<file path="config.mk">
export PLATFORM = sky130hd
export DESIGN_NAME = ram512x1s_arbiter
export DESIGN_NICKNAME = d
export VERILOG_FILES = /design/src/rtl/ram512_ctrl_pkg.sv /design/src/rtl/ram512x1s_arbiter_rr_arb2.sv /design/src/rtl/ram512x1s_arbiter.sv
export SDC_FILE = /design/constraint.sdc
export NUM_CORES = 1
export LEC_CHECK = 0
export CAP_MARGIN = 25
export CORE_AREA = 3 3 40 42
export DETAILED_ROUTE_END_ITERATION = 8
export DIE_AREA = 0 0 43 45
export DONT_BUFFER_PORTS = 1
export GPL_TIMING_DRIVEN = 0
export SYNTH_ARGS = -nofsm -noshare
export SYNTH_HDL_FRONTEND = slang
export SYNTH_HIERARCHICAL = 1
export SYNTH_SLANG_ARGS = --single-unit
</file>
<file path="constraint.sdc">
create_clock -name CLK -period 2.3 [get_ports CLK]
set_input_delay 0.345 -clock CLK [delete_from_list [all_inputs] [get_ports CLK]]
set_output_delay 0.345 -clock CLK [all_outputs]
set_load 0.02 [all_outputs]
</file>
<file path="src/rtl/ram512_ctrl_pkg.sv">
// Shared constants and FSM state type for the 512x1 RAM arbiter.
package ram512_ctrl_pkg;

  localparam int ADDR_W = 9;
  localparam int DEPTH  = 512;

  typedef enum logic {
    ST_CLEAR = 1'b0,
    ST_RUN   = 1'b1
  } state_e;

endpackage

</file>
<file path="src/rtl/ram512x1s_arbiter_rr_arb2.sv">
// rr_arb2: two-input arbiter with a priority pointer; fixed or round-robin priority.
module rr_arb2 #(
  parameter bit FIXED_PRIO = 1'b0
) (
  input  logic       i_clk,
  input  logic       i_rst_n,
  input  logic       i_req0,
  input  logic       i_req1,
  input  logic       i_accept,
  output logic [1:0] o_gnt
);

  logic r_ptr;

  // Pointer names the requester favoured on a tie; the winner just served loses the next tie.
  always_ff @(posedge i_clk or negedge i_rst_n) begin
    if (!i_rst_n) begin
      r_ptr <= 1'b0;
    end else if (i_accept) begin
      r_ptr <= o_gnt[0];
    end else begin
      r_ptr <= r_ptr;
    end
  end

  always_comb begin
    o_gnt = 2'b00;
    if (i_req0 && i_req1) begin
      if (FIXED_PRIO || !r_ptr) begin
        o_gnt = 2'b01;
      end else begin
        o_gnt = 2'b10;
      end
    end else if (i_req0) begin
      o_gnt = 2'b01;
    end else if (i_req1) begin
      o_gnt = 2'b10;
    end else begin
      o_gnt = 2'b00;
    end
  end

endmodule

</file>
<file path="src/rtl/ram512x1s_arbiter.sv">
// ram512x1s_arbiter: shares one 512x1 single-port RAM between two requesters.
// Define CLEAR_SEQ_EN to build the clear sequencer (CLEAR state, 9-bit counter).
module ram512x1s_arbiter
  import ram512_ctrl_pkg::*;
#(
  parameter bit FIXED_PRIO = 1'b0,
  parameter bit CLR_VAL    = 1'b0
) (
  input  logic              CLK,
  input  logic              RST_N,
  input  logic              CLR,
  input  logic              REQ0_VLD,
  output logic              REQ0_RDY,
  input  logic              REQ0_WE,
  input  logic [ADDR_W-1:0] REQ0_A,
  input  logic              REQ0_D,
  input  logic              REQ1_VLD,
  output logic              REQ1_RDY,
  input  logic              REQ1_WE,
  input  logic [ADDR_W-1:0] REQ1_A,
  input  logic              REQ1_D,
  output logic              RSP0_VLD,
  output logic              RSP0_Q,
  output logic              RSP1_VLD,
  output logic              RSP1_Q,
  output logic              RAM_WE,
  output logic [ADDR_W-1:0] RAM_A,
  output logic              RAM_D,
  input  logic              RAM_O,
  output logic              BUSY
);

  state_e            w_state;
  logic [ADDR_W-1:0] w_cnt;
  logic              w_clr_blk;
  logic [1:0]        w_gnt;
  logic              w_acc;
  logic              r_rsp0_vld, r_rsp0_q, r_rsp1_vld, r_rsp1_q;

`ifdef CLEAR_SEQ_EN
  state_e            r_state, w_state_nxt;
  logic [ADDR_W-1:0] r_cnt, w_cnt_nxt;

  always_ff @(posedge CLK or negedge RST_N) begin
    if (!RST_N) begin
      r_state <= ST_CLEAR;
      r_cnt   <= '0;
    end else begin
      r_state <= w_state_nxt;
      r_cnt   <= w_cnt_nxt;
    end
  end

  // A CLR pulse always (re)starts the sweep from address 0.
  always_comb begin
    w_state_nxt = r_state;
    w_cnt_nxt   = r_cnt;
    case (r_state)
      ST_CLEAR: begin
        if (CLR) begin
          w_cnt_nxt = '0;
        end else if (r_cnt == ADDR_W'(DEPTH - 1)) begin
          w_state_nxt = ST_RUN;
          w_cnt_nxt   = '0;
        end else begin
          w_cnt_nxt = r_cnt + ADDR_W'(1);
        end
      end
      ST_RUN: begin
        if (CLR) begin
          w_state_nxt = ST_CLEAR;
          w_cnt_nxt   = '0;
        end else begin
          w_state_nxt = ST_RUN;
        end
      end
      default: begin
        w_state_nxt = ST_CLEAR;
        w_cnt_nxt   = '0;
      end
    endcase
  end

  assign w_state   = r_state;
  assign w_cnt     = r_cnt;
  assign w_clr_blk = CLR;
`else
  logic w_unused_clr;
  assign w_unused_clr = CLR;
  assign w_state      = ST_RUN;
  assign w_cnt        = '0;
  assign w_clr_blk    = 1'b0;
`endif

  rr_arb2 #(.FIXED_PRIO(FIXED_PRIO)) u_arb (
    .i_clk    (CLK),
    .i_rst_n  (RST_N),
    .i_req0   (REQ0_VLD),
    .i_req1   (REQ1_VLD),
    .i_accept (w_acc),
    .o_gnt    (w_gnt)
  );

  // Ready and RAM port drive; the RAM address defaults to requester 0 when idle.
  always_comb begin
    REQ0_RDY = 1'b0;
    REQ1_RDY = 1'b0;
    RAM_WE   = 1'b0;
    RAM_A    = REQ0_A;
    RAM_D    = REQ0_D;
    BUSY     = 1'b0;
    if (w_state == ST_CLEAR) begin
      RAM_WE = 1'b1;
      RAM_A  = w_cnt;
      RAM_D  = CLR_VAL;
      BUSY   = 1'b1;
    end else if (!w_clr_blk) begin
      REQ0_RDY = w_gnt[0];
      REQ1_RDY = w_gnt[1];
      if (w_gnt[1]) begin
        RAM_WE = REQ1_WE;
        RAM_A  = REQ1_A;
        RAM_D  = REQ1_D;
      end else if (w_gnt[0]) begin
        RAM_WE = REQ0_WE;
      end else begin
        RAM_WE = 1'b0;
      end
    end else begin
      RAM_WE = 1'b0;
    end
  end

  assign w_acc = REQ0_RDY | REQ1_RDY;

  // Capture the pre-access RAM bit at the accepting edge.
  always_ff @(posedge CLK or negedge RST_N) begin
    if (!RST_N) begin
      r_rsp0_vld <= 1'b0;
      r_rsp0_q   <= 1'b0;
      r_rsp1_vld <= 1'b0;
      r_rsp1_q   <= 1'b0;
    end else begin
      r_rsp0_vld <= REQ0_RDY;
      r_rsp1_vld <= REQ1_RDY;
      if (REQ0_RDY) begin
        r_rsp0_q <= RAM_O;
      end
      if (REQ1_RDY) begin
        r_rsp1_q <= RAM_O;
      end
    end
  end

  assign RSP0_VLD = r_rsp0_vld;
  assign RSP0_Q   = r_rsp0_q;
  assign RSP1_VLD = r_rsp1_vld;
  assign RSP1_Q   = r_rsp1_q;

endmodule

</file>
==> out/results.ini, run 1 <==
[critical_path]
critPathBufInv=3
worst_setup_path_end_kind=primary output
rr_startpoint=u_arb/r_ptr
startpoint=u_arb/r_ptr
rrSetupSlack_ns=0.63
crit_fanout=10
cpPeakStageDelay_ns=0.37
path_delay_family=buffers and inverters
path_cells=inv_1 -> a21boi_1 -> buf_2 -> buf_6 -> mux2_4
reg2reg_depth=6
required_ns=1.96
path_class=flop to primary output
arrival_ns=1.72
cp_slowest_cell=dfrtp_1
r2r-end=u_arb/r_ptr
cp.depth=5
cp-endpoint=RAM_A[4]
crit_path_start_kind=flop

[route]
wl_met1_um=285
routedWlPerCell_um=19.4
met3WireLength_um=51
detail_route.iter0.violations=1
drcViolationCount=0
vias=238
wl_um=970
viasPerCell=4.76
wl_met2_um=617
drt_first_pass_iters=2
top_layer_used=met4
ant_nets=0

[yosys]
synth.avg_cell_area_sq_um=13.0
synth_warnings=6
synth-adder-area-share_pct=0
synth_top_family_by_area=multiplexers
ys_seq_area_share_pct=34.2
synth_area_leaders=dfrtp_1 (34%), mux2_4 (33%), mux2_2 (15%)
syn_inst=28
syn-num-nets=56
synth_cell_type_count=12
yosysTopAreaCell=dfrtp_1
synth_seq_cells=5
synth.mux.area_fraction_pct=48.3
yosys.area_share.simple_pct=3.77
synth_compound_area_share_pct=6.51
yosysTopAreaCellShare_pct=34.2
syn_area_sq_um=365
synth_xor_area_share_pct=0

[min_path]
min_from=RAM_O
hp-class=input port to flop

[finish]
final_area_sq_um=433
nNetsFinal=64
area_delta_synth_final_pct=18.5
drive_above_1_share_pct=62.9
antenna_cells=0

[global_routing]
grt_pass1_wl_um=1260
antenna_found_initial=0
gr-usage-all-layers_pct=9.96
grt_max_degree=11
first_global_vias=244
grt_remaining_overflow=0

[timing]
period_minus_slack_ns=2.07
holdWs_ns=0.254
relSlewSlack_pct=55.6
setup_viol=0
rsz0062_at_grt=no
tightestPinTransition_ns=0.659
drv_slew=0
fin_skew_ns=0.00145
timing.final.crit_share_pct=90.0
hold_viol_final=0
timing.fmax_mhz=483

[clock_tree]
cts-root-buf=clkbuf_4
numCtsBuffers=3
htreeDepth=1
clock_sinks=5
cts_tree=done
insertion_delay_ns=0.24
clockBufferDepth=2
post_cts_buffers=0
path_clk_slew_ns=0.04

[power]
p_seq_share_pct=36.7
power.density_nw_per_um2=776
switching_power_w=0.000118
switching_share_pct=35.0
clockPowerShare_pct=29.8
vdd_drop_max_mv=0.253
power_frac_comb_pct=33.4
leakage_nw=0.204
p_int_w=0.000219

[floorplanning]
start_util_pct=28.4
io_pins=46
die_h_um=45
dieWidth_um=43
rows=13
coreArea_sq_um=1280
dieArea_sq_um=1940

[place]
io_buffers=0
routabilityCongestion=0.608
placed_area_sq_um=397
dp_hpwl_um=865

[run]
max_cap_viol_count=0

[run_status]
outcome=completed

==> cell usage in the layout (no fill, tap or decap) <==
| master | count |
|---|---|
| mux2_4 | 8 |
| dfrtp_1 | 5 |
| mux2_2 | 5 |
| clkbuf_4 | 3 |
| nand2_1 | 2 |
| buf_4 | 2 |
| buf_6 | 1 |
| or2_2 | 1 |
| o21ai_0 | 1 |
| conb_1 | 1 |
| clkbuf_1 | 1 |
| dlygate4sd3_1 | 1 |
| buf_2 | 1 |
| inv_1 | 1 |
| a21boi_1 | 1 |
| a21boi_2 | 1 |
==> final cells by class <==
cell class / count / area [sq um]
fillers: 136 / 852
multi-input cells: 20 / 218
flip-flops and latches: 5 / 125
clock buffers: 4 / 26.3
repair buffers: 3 / 22.5
plain buffers: 2 / 18.8
well taps: 15 / 18.8
inverters: 1 / 3.75
==> power by group through the flow <==
stage,clock [W],combinational (W),sequential (W)
after floorplan,0,0.0000983,0.000122
after global placement,0,0.000105,0.000124
after detailed placement,0,0.000110,0.000126
after CTS,0.000102,0.000113,0.000124
after global routing,0.000109,0.000118,0.000125
final,0.000100,0.000112,0.000123
==> flip-flops by register name, indices dropped and copies added, names as in the netlist <==
| signal | flops |
|---|---|
| RSP0_Q | 1 |
| RSP0_VLD | 1 |
| RSP1_Q | 1 |
| RSP1_VLD | 1 |
| u_arb/r_ptr | 1 |
==> repair_timing <==
action                                  in CTS  in global routing
hold buffers                                 1                  0
endpoints found under the hold margin        5                  0
gates resized for setup                      0                  1
endpoints found under the setup margin       0                  8
==> metrics by stage <==
stage                     setup WS, ns  power (W)  instances  utilization [%]  TNS [ns]
final                            0.230   0.000336         50             33.7         0
after global routing             0.121   0.000352         50             33.7         0
after CTS                       0.0605   0.000340         50             33.7         0
after detailed placement         0.349   0.000236         45             30.9         0
after global placement          -0.162   0.000229         43             29.9     -1.36
after floorplan                 0.0190   0.000220         28                -         0
==> cell families after synthesis <==
family | after synthesis
other | 1
AO/OA/AOI/OAI | 3
multiplexers | 13
buffers and inverters | 3
AND/OR/NAND/NOR | 3
flip-flops | 5
==> cells in the mapped netlist (all sizes together) <==
cell	number
a21boi	2
buf	2
conb	1
dfrtp	5
inv	1
mux2	13
nand2	2
o21ai	1
or2	1
==> per-layer routing <==
metal | up-vias | GRT usage [%]
li1 | 110 | -
met3 | 2 | 2.39
met4 | 0 | 12.7
met1 | 112 | 8.31
met2 | 14 | 17.4
met5 | - | 0
==> how the worst min path moves through the flow <==
| stage | end | slack, ns | cells past startpoint |
|---|---|---|---|
| final | RSP0_Q | 0.25 | 1 |
| after global routing | RSP0_Q | 0.24 | 1 |
| after CTS | RSP0_Q | 0.25 | 1 |
| after detailed placement | RSP1_VLD | 0.05 | 0 |
| after global placement | RSP0_VLD | 0.05 | 0 |
| after floorplan | RSP0_Q | 0.05 | 0 |
==> worst register-to-register path: stages (launching register included) <==
cell and delay [ns]:
dfrtp_1 0.37, inv_1 0.06, a21boi_1 0.31, buf_2 0.22
buf_6 0.16, or2_2 0.13, mux2_4 0.29
(Power assumes the default switching activity.)
==> run 2: changes to the inputs <==
--- a/config.mk
+++ b/config.mk
@@ -5,7 +5,7 @@
 export SDC_FILE = /design/constraint.sdc
 export NUM_CORES = 1
 export LEC_CHECK = 0
-export CAP_MARGIN = 25
+export CAP_MARGIN = 20
 export CORE_AREA = 3 3 40 42
 export DETAILED_ROUTE_END_ITERATION = 8
 export DIE_AREA = 0 0 43 45
==> constraint.sdc (replaced) <==
create_clock -name CLK -period 2.3 [get_ports CLK]
set_input_delay 0 -clock CLK [delete_from_list [all_inputs] [get_ports CLK]]
set_output_delay 0 -clock CLK [all_outputs]
set_load 0.02 [all_outputs]
==> run 2 against run 1 <==
Effect of this change: die area stayed put; setup slack better by 0.20 ns; register-to-register slack worse by 0.14 ns; largest cell class unchanged; core utilization is 3.1 points higher; critical endpoint unchanged; final cell count is 8.0% higher; highest routed layer unchanged.
==> out/results.ini, run 2 (same netlist as run 1, synthesis figures left out) <==
[run_status]
outcome=completed  ; unchanged

[timing]
tightestPinTransition_ns=0.659  ; about the same
timing.final.crit_share_pct=81.5  ; was 90.0%
period_minus_slack_ns=1.87  ; was 2.07 ns
relSlewSlack_pct=55.6  ; about the same
timing.fmax_mhz=533  ; was 483 MHz
rsz0062_at_grt=no  ; unchanged
drv_slew=0  ; unchanged
hold_viol_final=0  ; unchanged
setup_viol=0  ; unchanged
fin_skew_ns=0.00308  ; was 0.00145 ns

[critical_path]
required_ns=2.30  ; was 1.96 ns
worst_setup_path_end_kind=primary output  ; unchanged
startpoint=u_arb/r_ptr  ; unchanged
crit_fanout=10  ; unchanged
cpPeakStageDelay_ns=0.43  ; was 0.37 ns
path_cells=inv_1 -> a21boi_0 -> buf_2 -> buf_6 -> mux2_4  ; was inv_1 -> a21boi_1 -> buf_2 -> buf_6 -> mux2_4
rr_startpoint=u_arb/r_ptr  ; unchanged
path_class=flop to primary output  ; unchanged
arrival_ns=1.87  ; was 1.72 ns
crit_path_start_kind=flop  ; unchanged
reg2reg_depth=6  ; unchanged
cp_slowest_cell=a21boi_0  ; was dfrtp_1

[place]
dp_hpwl_um=865  ; unchanged
routabilityCongestion=0.608  ; unchanged
io_buffers=0  ; unchanged

[power]
power.density_nw_per_um2=731  ; was 776 nW/um^2
totalPowerFinal_w=0.000346  ; was 0.000336 W
leakage_nw=0.221  ; was 0.204 nW
vdd_drop_max_mv=0.255  ; was 0.253 mV

[clock_tree]
cts_tree=done  ; unchanged
htreeDepth=1  ; unchanged
cts-root-buf=clkbuf_4  ; unchanged
clockBufferDepth=2  ; unchanged
clock_sinks=5  ; unchanged
post_cts_buffers=0  ; unchanged
numCtsBuffers=3  ; unchanged
insertion_delay_ns=0.25  ; was 0.24 ns
path_clk_slew_ns=0.04  ; about the same

[global_routing]
grt_pass1_wl_um=1360  ; was 1260 um
grt_remaining_overflow=0  ; unchanged
first_global_vias=253  ; was 244
gr-usage-all-layers_pct=10.5  ; was 9.96%
antenna_found_initial=0  ; unchanged
grt_max_degree=11  ; unchanged

[route]
drcViolationCount=0  ; unchanged
ant_nets=0  ; unchanged
detail_route.iter0.violations=3  ; was 1
viasPerCell=4.74  ; was 4.76
drt_first_pass_iters=4  ; was 2
vias=256  ; was 238
routedWlPerCell_um=19.1  ; was 19.4 um
wl_um=1030  ; was 970 um

[floorplanning]
dieWidth_um=43  ; unchanged
dieArea_sq_um=1940  ; unchanged
io_pins=46  ; unchanged
die_h_um=45  ; unchanged
rows=13  ; unchanged
coreArea_sq_um=1280  ; unchanged
start_util_pct=28.4  ; unchanged

[finish]
multi_input_area_sq_um=218  ; unchanged
postLayoutCoreUtil_pct=36.8  ; was 33.7%
antenna_cells=0  ; unchanged
layout_common_cells=mux2_4 (8), dfrtp_1 (5), mux2_2 (5), dlygate4sd3_1 (5), clkbuf_4 (3)  ; was mux2_4 (8), dfrtp_1 (5), mux2_2 (5)
drive_above_1_share_pct=56.4  ; was 62.9%
n_fill_cell=134  ; was 136
layout.area.seq_sq_um=125  ; unchanged
final_common_cell=mux2_4  ; unchanged
nNetsFinal=68  ; was 64
area_delta_synth_final_pct=29.5  ; was 18.5%

[min_path]
hp-class=input port to async pin  ; was input port to flop

[run]
max_cap_viol_count=0  ; unchanged

## run 2: final timing paths
| path | to | slack [ns] |
|---|---|---|
| min in group CLK | RSP0_VLD | 0.04 |
| hold reg to reg | u_arb/r_ptr | 0.56 |
| max in group asynchronous | RSP1_Q | 2.07 |
| setup / recovery | RAM_A[4] | 0.43 |
| hold / removal | RSP1_VLD | 0.04 |
| setup reg to reg | u_arb/r_ptr | 0.49 |
## run 2: metrics by stage
stage	hold WS [ns]	TNS, ns	worst slack, ns	cell area [sq um]	instances
6_report	0.0358	0	0.425	473	54
5_1_grt	0.0254	0	0.292	473	54
4_1_cts	0.00280	0	0.406	463	53
3_5_place_dp	-0.296	0	0.501	397	45
3_3_place_gp	-0.295	-0.0156	-0.0156	384	43
2_1_floorplan	-0.296	0	0.171	365	28
## run 2: metal layers
layer / routed length, um / GRT usage, % / vias up / part of all wire [%]
met1: 307 / 9.78 / 122 / 30
li1: - / - / 116 / -
met3: 59 / 2.39 / 2 / 5.7
met2: 642 / 17.4 / 16 / 62
met5: 0 / 0 / - / 0
met4: 19 / 12.7 / 0 / 1.8
## run 2: critical path: cells and delay by family, from the launching register on
| kind | cells | cell delay (ns) |
|---|---|---|
| compound gates | 1 | 0.43 |
| buf+inv | 3 | 0.47 |
| mux | 1 | 0.35 |
| flops | 1 | 0.38 |
## run 2: area by class of cell
type	instances	share of cell area, %
inverter	1	0.794
timing repair buffer	7	13.2
sequential	5	26.5
clock buffer	4	5.56
buffer	2	3.97
tap	15	3.97
multi-input combinational	20	46.0
## run 2: where the power goes
| part | switching [W] | internal, W |
|---|---|---|
| Sequential | 0.0000228 | 0.000102 |
| Combinational | 0.0000627 | 0.0000558 |
| Clock | 0.0000370 | 0.0000657 |
| Total | 0.000122 | 0.000223 |
## run 2: what timing repair did
action                    in CTS  in global routing
hold endpoints to repair       9                  1
gates resized for setup        0                  0
hold buffers                   4                  1
